## src/rtl/pkt_pkg.sv

```systemverilog
// Types shared by the packet-capture scheduler and the pkt_ctrl read/write sequencer.
package pkt_pkg;

  typedef enum logic [1:0] {
    IDLE    = 2'd0,
    RUN     = 2'd1,
    RD_DONE = 2'd2,
    WR_DONE = 2'd3
  } ctrl_state_e;

  typedef enum logic [2:0] {
    S_IDLE      = 3'd0,
    S_ISSUE     = 3'd1,
    S_WAIT_RUN  = 3'd2,
    S_WAIT_DONE = 3'd3
  } sched_state_e;

  // Successor of a requester ID in a ring of n requesters.
  function automatic int unsigned wrap_inc(input int unsigned id, input int unsigned n);
    return ((id + 32'd1) >= n) ? 32'd0 : (id + 32'd1);
  endfunction

endpackage

```

## src/rtl/rr_arbiter.sv

```systemverilog
// Combinational round-robin pick: first pending source at or after rr_ptr, wrapping.
module rr_arbiter #(
  parameter  int N_REQ = 4,
  localparam int ID_W  = $clog2(N_REQ)
) (
  input  logic [N_REQ-1:0] pending,
  input  logic [ID_W-1:0]  rr_ptr,
  output logic [ID_W-1:0]  winner,
  output logic             any
);

  // Walk offsets from farthest to nearest so the nearest hit is written last and wins.
  always_comb begin
    logic [ID_W:0] sum_s;
    logic [ID_W:0] idx_s;
    winner = '0;
    any    = |pending;
    sum_s  = '0;
    idx_s  = '0;
    for (int i = N_REQ - 1; i >= 0; i--) begin
      sum_s  = {1'b0, rr_ptr} + (ID_W + 1)'(i);
      idx_s  = (sum_s >= (ID_W + 1)'(N_REQ)) ? (sum_s - (ID_W + 1)'(N_REQ)) : sum_s;
      winner = pending[idx_s[ID_W-1:0]] ? idx_s[ID_W-1:0] : winner;
    end
  end

endmodule

```

## src/rtl/pkt_sched.sv

```systemverilog
// Round-robin scheduler feeding packet-capture requests to pkt_ctrl, one transaction at a time,
// with per-transaction completion / timeout reporting.
module pkt_sched
  import pkt_pkg::*;
#(
  parameter  int N_REQ   = 4,
  parameter  int TIMEOUT = 1024,
  localparam int ID_W    = $clog2(N_REQ)
) (
  input  logic             clk,
  input  logic             reset,
  input  logic [N_REQ-1:0] req,
  input  logic [1:0]       ctrl_state,
  output logic             new_request,
  output logic [ID_W-1:0]  grant_id,
  output logic             busy,
  output logic [N_REQ-1:0] pending,
  output logic             done,
  output logic [ID_W-1:0]  done_id,
  output logic             timeout_err
);

  localparam int              TMR_W    = $clog2(TIMEOUT);
  localparam logic [TMR_W-1:0] TMR_LAST = TMR_W'(TIMEOUT - 1);
  localparam logic [TMR_W-1:0] TMR_MAX  = '1;

  sched_state_e     state_r;
  sched_state_e     state_s;
  logic [N_REQ-1:0] pending_r;
  logic [N_REQ-1:0] clear_mask_s;
  logic [ID_W-1:0]  rr_ptr_r;
  logic [ID_W-1:0]  next_ptr_s;
  logic [ID_W-1:0]  grant_id_r;
  logic [ID_W-1:0]  done_id_r;
  logic [TMR_W-1:0] timer_r;
  logic             done_r;
  logic             timeout_err_r;
  logic [ID_W-1:0]  winner_s;
  logic             any_s;
  logic             grant_s;
  logic             timer_clr_s;
  logic             timer_inc_s;
  logic             fin_done_s;
  logic             fin_to_s;

  rr_arbiter #(.N_REQ(N_REQ)) u_arb (
    .pending (pending_r),
    .rr_ptr  (rr_ptr_r),
    .winner  (winner_s),
    .any     (any_s)
  );

  assign clear_mask_s = grant_s ? (N_REQ'(1) << winner_s) : '0;
  assign next_ptr_s   = ID_W'(wrap_inc(32'(grant_id_r), N_REQ));

  // Next-state and per-cycle control decode; an exit condition always beats the timeout.
  always_comb begin
    state_s     = state_r;
    grant_s     = 1'b0;
    timer_clr_s = 1'b0;
    timer_inc_s = 1'b0;
    fin_done_s  = 1'b0;
    fin_to_s    = 1'b0;
    case (state_r)
      S_IDLE: begin
        if (any_s) begin
          grant_s = 1'b1;
          state_s = S_ISSUE;
        end else begin
          state_s = S_IDLE;
        end
      end
      S_ISSUE: begin
        timer_clr_s = 1'b1;
        state_s     = S_WAIT_RUN;
      end
      S_WAIT_RUN: begin
        if (ctrl_state == RUN) begin
          timer_clr_s = 1'b1;
          state_s     = S_WAIT_DONE;
        end else if (timer_r == TMR_LAST) begin
          fin_to_s = 1'b1;
          state_s  = S_IDLE;
        end else begin
          timer_inc_s = 1'b1;
        end
      end
      S_WAIT_DONE: begin
        if (ctrl_state == WR_DONE) begin
          fin_done_s = 1'b1;
          state_s    = S_IDLE;
        end else if (timer_r == TMR_LAST) begin
          fin_to_s = 1'b1;
          state_s  = S_IDLE;
        end else begin
          timer_inc_s = 1'b1;
        end
      end
      default: state_s = S_IDLE;
    endcase
  end

  // FSM state register.
  always_ff @(posedge clk or negedge reset) begin
    if (!reset) state_r <= S_IDLE;
    else        state_r <= state_s;
  end

  // Pending latch: a new request outranks the grant clear in the same cycle.
  always_ff @(posedge clk or negedge reset) begin
    if (!reset) pending_r <= '0;
    else        pending_r <= (pending_r & ~clear_mask_s) | req;
  end

  // Saturating wait-state timer.
  always_ff @(posedge clk or negedge reset) begin
    if (!reset) begin
      timer_r <= '0;
    end else if (timer_clr_s) begin
      timer_r <= '0;
    end else if (timer_inc_s && (timer_r != TMR_MAX)) begin
      timer_r <= timer_r + TMR_W'(1);
    end
  end

  // Grant ID and round-robin pointer; the pointer moves past the source once it finishes either way.
  always_ff @(posedge clk or negedge reset) begin
    if (!reset) begin
      grant_id_r <= '0;
      rr_ptr_r   <= '0;
    end else begin
      if (grant_s) grant_id_r <= winner_s;
      if (fin_done_s || fin_to_s) rr_ptr_r <= next_ptr_s;
    end
  end

  // Completion reporting pulses.
  always_ff @(posedge clk or negedge reset) begin
    if (!reset) begin
      done_r        <= 1'b0;
      timeout_err_r <= 1'b0;
      done_id_r     <= '0;
    end else begin
      done_r        <= fin_done_s;
      timeout_err_r <= fin_to_s;
      if (fin_done_s || fin_to_s) done_id_r <= grant_id_r;
    end
  end

  assign new_request = (state_r == S_ISSUE);
  assign busy        = (state_r != S_IDLE);
  assign grant_id    = grant_id_r;
  assign pending     = pending_r;
  assign done        = done_r;
  assign done_id     = done_id_r;
  assign timeout_err = timeout_err_r;

endmodule

```

## config.mk

```make
export PLATFORM = sky130hd
export DESIGN_NAME = pkt_sched
export DESIGN_NICKNAME = d
export VERILOG_FILES = /design/src/rtl/pkt_pkg.sv /design/src/rtl/rr_arbiter.sv /design/src/rtl/pkt_sched.sv
export SDC_FILE = /design/constraint.sdc
export NUM_CORES = 1
export LEC_CHECK = 0
export BUFFER_PORTS_ARGS = -buffer_cell sky130_fd_sc_hd__buf_2
export CAP_MARGIN = 20
export CORE_MARGIN = 2
export CORE_UTILIZATION = 30
export CTS_BUF_LIST = sky130_fd_sc_hd__clkbuf_8
export CTS_CLUSTER_DIAMETER = 60
export DETAILED_ROUTE_END_ITERATION = 8
export SLEW_MARGIN = 20
export SYNTH_ARGS = -nofsm -noshare
export SYNTH_HDL_FRONTEND = slang
export SYNTH_SLANG_ARGS = --single-unit
```

## constraint.sdc

```tcl
create_clock -name clk -period 2.1 [get_ports clk]
set_input_delay 0.42 -clock clk [delete_from_list [all_inputs] [get_ports clk]]
set_output_delay 0.42 -clock clk [all_outputs]
set_load 0.01 [all_outputs]
```

==> impl_metrics.yaml, run 1 <==
timing:
  fin_crit_ns: 1.82
  final_max_slew_viol_count: 0
  max_freq_mhz: 549
  finalCritPeriodShare_pct: 86.8
  hold_viol: 0
  setup_viol: 0
  relSlewSlack_pct: 63.2
  setup-tns-final_ns: 0
  grt_setup_unrepaired: "false"
  fin_worst_skew_ns: 0.000826
  worst_pin_slew_ns: 0.552
die:
  die_h_um: 69.1
  core_area_um2: 4030
  rows: 23
  start_util_pct: 31.6
  die_w_um: 69.1
  io-pin-count: 20
  dieArea_um2: 4770
power_and_ir_drop:
  power_leakage_uw: 0.000647
  vdd.ir_drop.worst_mv: 0.595
  p_int_uw: 922
  powerDensity_nw_per_um2: 987
  power_frac_seq_pct: 48.1
  swShare_pct: 36.5
  combPwrFrac_pct: 32.0
  pwr-share-clk_pct: 19.8
  p_switching_uw: 529
clock_network:
  numCtsBuffers: 3
  cts_hold_buffers: 0
  cts_root_buf: "clkbuf_8"
  cts_resized: 0
  insertion_delay_ns: 0.27
  clockBufferDepth: 2
  clkSinkCount: 25
  post_cts_buffers: 0
  htree_levels: 1
  clkTransAtPathRegs_ns: 0.09
  cts_tree: "built"
synthesis:
  ys.flop_type: "dfrtp_1"
  async_flop_share_pct: 100
  syn_inst: 126
  synth.distinct_cells: 36
  netlist_top_cells_area: "dfrtp_1 49%, nor2_1 5.0%, xnor2_1 4.1%"
  synth_nets: 136
  synth_top_cell_area_share_pct: 49.2
  synth-edff-count: 0
  synth.avg_cell_area_um2: 10.1
  yosysWarnings: 0
  yosys.area.top_type: "dfrtp_1"
  synth_seq_cells: 25
  yosysSeqAreaShare_pct: 49.2
  syn_area_um2: 1270
grt:
  grt_max_degree: 26
  grt_pass1_wl_um: 4270
  overflow: 0
  grtUsageTotal_pct: 11.0
  grt_pass1_vias: 978
  antenna_found_initial: 0
finish:
  antenna_cells: 0
  nets: 160
  drive_above_1_share_pct: 20.1
  syn_to_final_growth_pct: 15.6
  fin_util_pct: 36.5
  fillers: 400
worst_setup_path:
  arrival_ns: 2.03
  setup.worst_path.start_class: "register"
  end_kind: "register"
  critPathKind: "reg -> reg"
  worstPathMaxFanout: 7
  required_ns: 2.30
route:
  firstDrtPassIters: 4
  drt_wl_total_um: 2520
  drt_iter0_markers: 16
  dr_total_vias: 990
  ant_nets: 0
  drcViolationCount: 0
  avgRoutedWirePerCell_um: 12.6
  viasPerCell: 4.97
placed_design:
  portBuffers: 19
  routabilityCongestion: 0.835
  dp.final_hpwl_um: 1970
job:
  max_cap_viol_count: 0
status:
  status: "completed"
min_path:
  hp-class: "in -> async"
layout by cell type (no fill, tap or decap), drive strengths merged, types with 4 or more instances in the layout:
| cell type | netlist | final |
|---|---|---|
| nand2 | 11 | 11 |
| nor2 | 17 | 17 |
| buf | 2 | 21 |
| mux2 | 4 | 4 |
| dfrtp | 25 | 25 |
| a21oi | 6 | 6 |
| xnor2 | 6 | 6 |
| nand3 | 8 | 8 |
| nor3 | 5 | 5 |
path summary, 6_finish.rpt:
| check | slack, ns | startpoint | to | depth (start not counted) |
|---|---|---|---|---|
| min in group clk | 0.33 | req[1] | pending[1] | 2 |
| worst max-delay path | 0.28 | timer_r[0] | timer_r[9] | 7 |
| worst max register to register | 0.28 | timer_r[0] | timer_r[9] | 7 |
| worst min register to register | 0.50 | done_id[0] | done_id[0] | 1 |
| max in group asynchronous | 1.61 | reset | timer_r[2] | 1 |
| worst min-delay path | 0.13 | reset | rr_ptr_r[0] | 1 |
cells in the mapped netlist (4+ instances only):
| cell type | n |
|---|---|
| nor2_1 | 17 |
| a21oi_1 | 6 |
| nor3_1 | 4 |
| nand3_1 | 8 |
| nand2_1 | 11 |
| mux2_1 | 4 |
| dfrtp_1 | 25 |
| xnor2_1 | 6 |
cell type report:
type / instances / area, um^2 / area share (%)
Clock buffer: 3 / 41.3 / 2.81
Clock inverter: 1 / 7.51 / 0.511
Inverter: 3 / 11.3 / 0.766
Multi-Input combinational cell: 96 / 612 / 41.6
Sequential cell: 25 / 626 / 42.6
Tap cell: 50 / 62.6 / 4.26
Timing Repair Buffer: 21 / 110 / 7.49
logic make-up (layout without fill, tap and decap cells):
family	Yosys count	count (layout)	share of synthesized area (%)
mux	5	5	4.33
buf+inv	5	28	2.66
xor+xnor	8	8	5.51
fa+ha+maj	2	2	1.97
other cells	1	1	0.295
compound gates	21	21	11.1
simple gates	59	59	24.9
flops	25	25	49.2
registers in the layout, summed over array words and instances, names as in the netlist:
register and count:
done 1, done_id 2, grant_id 2, pending 4, rr_ptr_r 2, state_r 3, timeout_err 1, timer_r 10
through the flow:
step / cells / power (uW) / cell area [um^2] / setup slack, ns / hold slack [ns]
2_1_floorplan: 126 / 1040 / 1270 / 0.332 / 0.124
4_1_cts: 199 / 1470 / 1470 / 0.270 / 0.152
3_5_place_dp: 195 / 1180 / 1420 / 0.246 / 0.449
3_3_place_gp: 195 / 1160 / 1420 / 0.287 / 0.439
6_report: 199 / 1450 / 1470 / 0.278 / 0.130
5_1_grt: 199 / 1570 / 1470 / 0.155 / 0.165
layer usage:
metal / vias to the layer above / track usage, % / share of wire (%) / routed length, um
met5: - / 0 / 0 / 0
met4: 0 / 3.05 / 0.83 / 21
met3: 2 / 4.09 / 4.4 / 112
li1: 489 / - / - / -
met2: 22 / 17.8 / 48 / 1220
met1: 477 / 13.7 / 46 / 1160
critical path, cell delays in order, from the launching register on:
cell and delay [ns]:
dfrtp_1 0.43, ha_1 0.26, nand2_1 0.09, nor3_2 0.06
buf_4 0.15, or4_1 0.52, xor2_1 0.16, nor2_1 0.08
power groups by stage:
stage | combinational, uW | sequential (uW) | clock, uW
6_report | 465 | 698 | 288
3_5_place_dp | 471 | 709 | 0
4_1_cts | 473 | 700 | 300
5_1_grt | 519 | 720 | 334
3_3_place_gp | 454 | 706 | 0
2_1_floorplan | 348 | 696 | 0
No activity file was read; power rests on OpenSTA's default activity.
==> run 2: changes to the inputs <==
--- a/config.mk
+++ b/config.mk
@@ -8,10 +8,11 @@
 export BUFFER_PORTS_ARGS = -buffer_cell sky130_fd_sc_hd__buf_2
 export CAP_MARGIN = 20
 export CORE_MARGIN = 2
-export CORE_UTILIZATION = 30
+export CORE_UTILIZATION = 58
 export CTS_BUF_LIST = sky130_fd_sc_hd__clkbuf_8
 export CTS_CLUSTER_DIAMETER = 60
 export DETAILED_ROUTE_END_ITERATION = 8
+export PLACE_DENSITY = 0.81
 export SLEW_MARGIN = 20
 export SYNTH_ARGS = -nofsm -noshare
 export SYNTH_HDL_FRONTEND = slang
==> run 2 against run 1 <==
Sequential share of layout area grew 1.3 points. Global-route usage grew 9.7 points. Sequential power is essentially flat. Cell area shrank 3.0%. Die area shrank 46%. Via count shrank 0.71%. Clock skew grew 0.0021 ns. Routed wire length shrank 8.3%. Clock-buffer cell count is the same. Critical path type unchanged. Largest cell class unchanged. Largest power group unchanged. Highest routed layer unchanged.
==> impl_metrics.yaml, run 2 (synthesis gave the netlist of run 1 again) <==
status:
  status: "completed"
route:
  avgRoutedWirePerCell_um: 13.3
  ant_nets: 0
  dr_total_vias: 983
  drt_iter0_markers: 20
  drt_wl_total_um: 2310
  viasPerCell: 5.65
  firstDrtPassIters: 4
  drcViolationCount: 0
power_and_ir_drop:
  pwr-share-clk_pct: 20.0
  p_int_uw: 914
  swShare_pct: 36.3
  p_switching_uw: 521
  vdd.ir_drop.worst_mv: 0.754
  power_frac_seq_pct: 48.6
  powerDensity_nw_per_um2: 1010
  combPwrFrac_pct: 31.4
  power_leakage_uw: 0.000636
clock_network:
  post_cts_buffers: 0
  cts_resized: 0
  cts_tree: "built"
  clkSinkCount: 25
  cts_root_buf: "clkbuf_8"
  clkTransAtPathRegs_ns: 0.09
  numCtsBuffers: 3
  clockBufferDepth: 2
  insertion_delay_ns: 0.27
  cts_hold_buffers: 0
  htree_levels: 1
grt:
  antenna_found_initial: 0
  grt_max_degree: 26
  grt_pass1_vias: 947
  overflow: 0
  grt_pass1_wl_um: 4040
  grtUsageTotal_pct: 20.7
worst_setup_path:
  critPathKind: "reg -> reg"
  cp_top_family: "simple AND/OR/NAND/NOR gates"
  path_cells: "ha_1, nand2_1, nor3_2, or2_1, o211ai_1, o31ai_1"
  setup.worst_path.start_class: "register"
  slowest_delay_ns: 0.48
  end_kind: "register"
  crit_slowest_cell: "nor3_2"
  worstPathMaxFanout: 10
  reg2reg_setup_slack_ns: 0.29
  critPathBufInv: 0
  required_ns: 2.28
  arrival_ns: 1.99
finish:
  mostFrequentLayoutCell: "dfrtp_1"
  regMostFlops: "timer_r"
  mostFrequentLayoutCells: "25 x dfrtp_1, 19 x buf_2, 17 x nor2_1, 11 x nand2_1, 8 x nand3_1"
  fillers: 162
  largest_register_ffs: 10
  fin_util_pct: 70.5
  antenna_cells: 0
  syn_to_final_growth_pct: 12.2
  drive_above_1_share_pct: 19.0
  nets: 158
die:
  io-pin-count: 20
  rows: 16
  die_w_um: 50.8
  die_h_um: 50.8
  dieArea_um2: 2580
  start_util_pct: 62.9
  core_area_um2: 2020
timing:
  fin_worst_skew_ns: 0.00295
  fin_crit_ns: 1.81
  worst_pin_slew_ns: 0.630
  hold_viol: 0
  relSlewSlack_pct: 58.0
  finalCritPeriodShare_pct: 86.3
  max_freq_mhz: 552
  final_max_slew_viol_count: 0
  setup-tns-final_ns: 0
  setup_viol: 0
  grt_setup_unrepaired: "false"
job:
  max_cap_viol_count: 0
placed_design:
  routabilityCongestion: 0.733
  portBuffers: 19
  dp.final_hpwl_um: 1770
min_path:
  hp-class: "in -> async"
==> run 2: layout make-up <==
cell class                 count  area (um^2)  share of cell area [%]
timing repair buffer          19         95.1                    6.67
inverter                       3         11.3                   0.789
tap                           27         33.8                    2.37
clock buffer                   3         41.3                    2.89
clock inverter                 1         7.51                   0.526
sequential                    25          626                    43.9
multi-input combinational     96          612                    42.9
==> run 2: worst paths after layout <==
check	startpoint	endpoint	cells past startpoint
max	timer_r[0]	timer_r[4]	6
min	reset	pending[3]	1
max reg2reg	timer_r[0]	timer_r[4]	6
min reg2reg	done_id[1]	done_id[1]	1
max in group asynchronous	reset	timer_r[2]	1
min in group clk	req[1]	pending[1]	2
==> run 2: per-layer routing <==
metal	GRT usage (%)	part of all wire [%]
met5	0	0
met4	4.05	0.52
met3	4.97	4.5
met2	36.8	50
met1	25.6	45
==> run 2: metrics by stage <==
step	cells	hold WS (ns)	setup WS (ns)	area, um^2	power [uW]
finish	174	0.126	0.288	1430	1440
global route	174	0.164	0.0921	1430	1550
CTS	174	0.146	0.299	1430	1450
detailed placement	170	0.433	0.257	1380	1160
global placement	170	0.429	0.360	1380	1140
floorplan	126	0.124	0.332	1270	1040
==> run 2: power by group through the flow <==
stage	logic, uW	registers [uW]	clock network (uW)
2_1_floorplan	348	696	0
3_3_place_gp	439	703	0
3_5_place_dp	456	708	0
4_1_cts	458	697	291
5_1_grt	515	715	317
6_report	451	697	287
==> run 3: changes to the inputs <==
==> config.mk (replaced) <==
export PLATFORM = sky130hd
export DESIGN_NAME = pkt_sched
export DESIGN_NICKNAME = d
export VERILOG_FILES = /design/src/rtl/pkt_pkg.sv /design/src/rtl/rr_arbiter.sv /design/src/rtl/pkt_sched.sv
export SDC_FILE = /design/constraint.sdc
export NUM_CORES = 1
export LEC_CHECK = 0
export CAP_MARGIN = 20
export CORE_MARGIN = 2
export CORE_UTILIZATION = 64
export CTS_BUF_LIST = sky130_fd_sc_hd__clkbuf_8
export CTS_CLUSTER_DIAMETER = 60
export DETAILED_ROUTE_END_ITERATION = 8
export DONT_BUFFER_PORTS = 1
export PLACE_DENSITY = 0.8
export SYNTH_ARGS = -nofsm -noshare
export SYNTH_HDL_FRONTEND = slang
export SYNTH_SLANG_ARGS = --single-unit
==> run 3 against run 2 <==
Setup slack worse by 0.010 ns. Critical path depth fell by 1. First-iteration DRC count increased by 45%. Total power down 1.4%. Routed wire length grew 13%. Die area shrank 8.7%. Combinational power shrank 12%. Sequential power increased by 6.3%. Register-to-register slack hardly changed. Flip-flop and latch count did not move. Hold slack gained 0.12 ns. Non-clock buffer count is 16 lower.
==> impl_metrics.yaml, run 3 (synthesis gave the netlist of run 1 again) <==
finish:
  fillers: 150
  regMostFlops: "timer_r"
  nets: 142
  antenna_cells: 0
  largest_register_ffs: 10
  drive_above_1_share_pct: 7.63
  mostFrequentLayoutCells: "25 x dfrtp_1, 17 x nor2_1, 11 x nand2_1, 8 x nand3_1"
  mostFrequentLayoutCell: "dfrtp_1"
  syn_to_final_growth_pct: 7.97
die:
  core_area_um2: 1920
  io-pin-count: 20
  rows: 16
  dieArea_um2: 2360
  die_h_um: 48.6
  die_w_um: 48.6
  start_util_pct: 66.1
clock_network:
  cts_tree: "built"
  cts_root_buf: "clkbuf_8"
  numCtsBuffers: 3
  insertion_delay_ns: 0.27
  clkTransAtPathRegs_ns: 0.09
  post_cts_buffers: 0
  cts_resized: 0
  clockBufferDepth: 2
  htree_levels: 1
  cts_hold_buffers: 1
  clkSinkCount: 25
route:
  viasPerCell: 6.00
  drt_wl_total_um: 2620
  dr_total_vias: 948
  drcViolationCount: 0
  ant_nets: 0
  avgRoutedWirePerCell_um: 16.6
  firstDrtPassIters: 4
  drt_iter0_markers: 29
timing:
  finalCritPeriodShare_pct: 86.8
  final_max_slew_viol_count: 0
  grt_setup_unrepaired: "false"
  fin_worst_skew_ns: 0.00593
  setup_viol: 0
  worst_pin_slew_ns: 0.572
  setup_ws_ns: 0.278
  hold_viol: 0
  setup-tns-final_ns: 0
  relSlewSlack_pct: 61.7
  fin_crit_ns: 1.82
  max_freq_mhz: 549
grt:
  antenna_found_initial: 0
  grtUsageTotal_pct: 23.3
  grt_pass1_wl_um: 4190
  grt_pass1_vias: 944
  overflow: 0
  grt_max_degree: 26
power_and_ir_drop:
  power_leakage_uw: 0.000586
  vdd.ir_drop.worst_mv: 0.592
  powerDensity_nw_per_um2: 1030
worst_setup_path:
  arrival_ns: 1.97
  required_ns: 2.25
  worstPathMaxFanout: 8
  end_kind: "register"
  reg2reg_setup_slack_ns: 0.28
  critPathKind: "reg -> reg"
  setup.worst_path.start_class: "register"
job:
  max_cap_viol_count: 0
placed_design:
  preCtsSetupSlack_ns: 0.313
  routabilityCongestion: 0.798
  dp.final_hpwl_um: 1690
  portBuffers: 0
min_path:
  hp-class: "in -> reg"
status:
  status: "completed"
run 3: changes by cell type in the layout (fill, tap and decap cells not counted):
cell / change
buf_2: -19
buf_16: +1
buf_4: +1
clkinvlp_4: -1
dlygate4sd3_1: +1
inv_1: +1
run 3: metal layers:
layer	vias to the layer above	GRT usage [%]	part of all wire, %
met5	-	0	0
met4	0	13.3	2.3
met3	8	3.70	4.4
met2	27	40.5	53
met1	458	27.3	40
li1	455	-	-
run 3: through the flow:
stage / cell area [um^2] / total power (uW) / hold WS (ns) / util [%] / cells
2_1_floorplan: 1270 / 1040 / 0.124 / - / 126
6_report: 1370 / 1420 / 0.248 / 71.4 / 158
3_5_place_dp: 1290 / 1110 / 0.125 / 67.1 / 152
3_3_place_gp: 1290 / 1090 / 0.125 / 67.1 / 152
4_1_cts: 1350 / 1400 / 0.246 / 70.0 / 157
5_1_grt: 1370 / 1510 / 0.244 / 71.4 / 158
run 3: worst max-delay path: stages, from the launching register on:
cell	delay [ns]
dfrtp_1	0.47
xor2_1	0.19
o21ai_1	0.27
nor3_1	0.10
nor2_1	0.30
mux2_1	0.37
run 3: report_power, final:
part | internal [uW] | switching, uW
Sequential | 577 | 164
Combinational | 175 | 222
Clock | 131 | 146
run 3: path summary, 6_finish.rpt:
check | cells after the start | start | endpoint
max in group asynchronous | 2 | reset | grant_id[0]
min in group asynchronous | 1 | reset | pending[2]
hold reg to reg | 1 | timer_r[4] | timer_r[4]
setup / recovery | 5 | state_r[0] | done_id[1]
hold / removal | 1 | req[1] | pending[1]
setup reg to reg | 5 | state_r[0] | done_id[1]
run 3: final cells by class:
class	count	area, um^2	share of cell area, %
Sequential cell	25	626	45.6
Tap cell	27	33.8	2.46
Timing Repair Buffer	3	45.0	3.28
Clock buffer	3	41.3	3.01
Multi-Input combinational cell	96	612	44.6
Inverter	3	11.3	0.820
Clock inverter	1	3.75	0.273
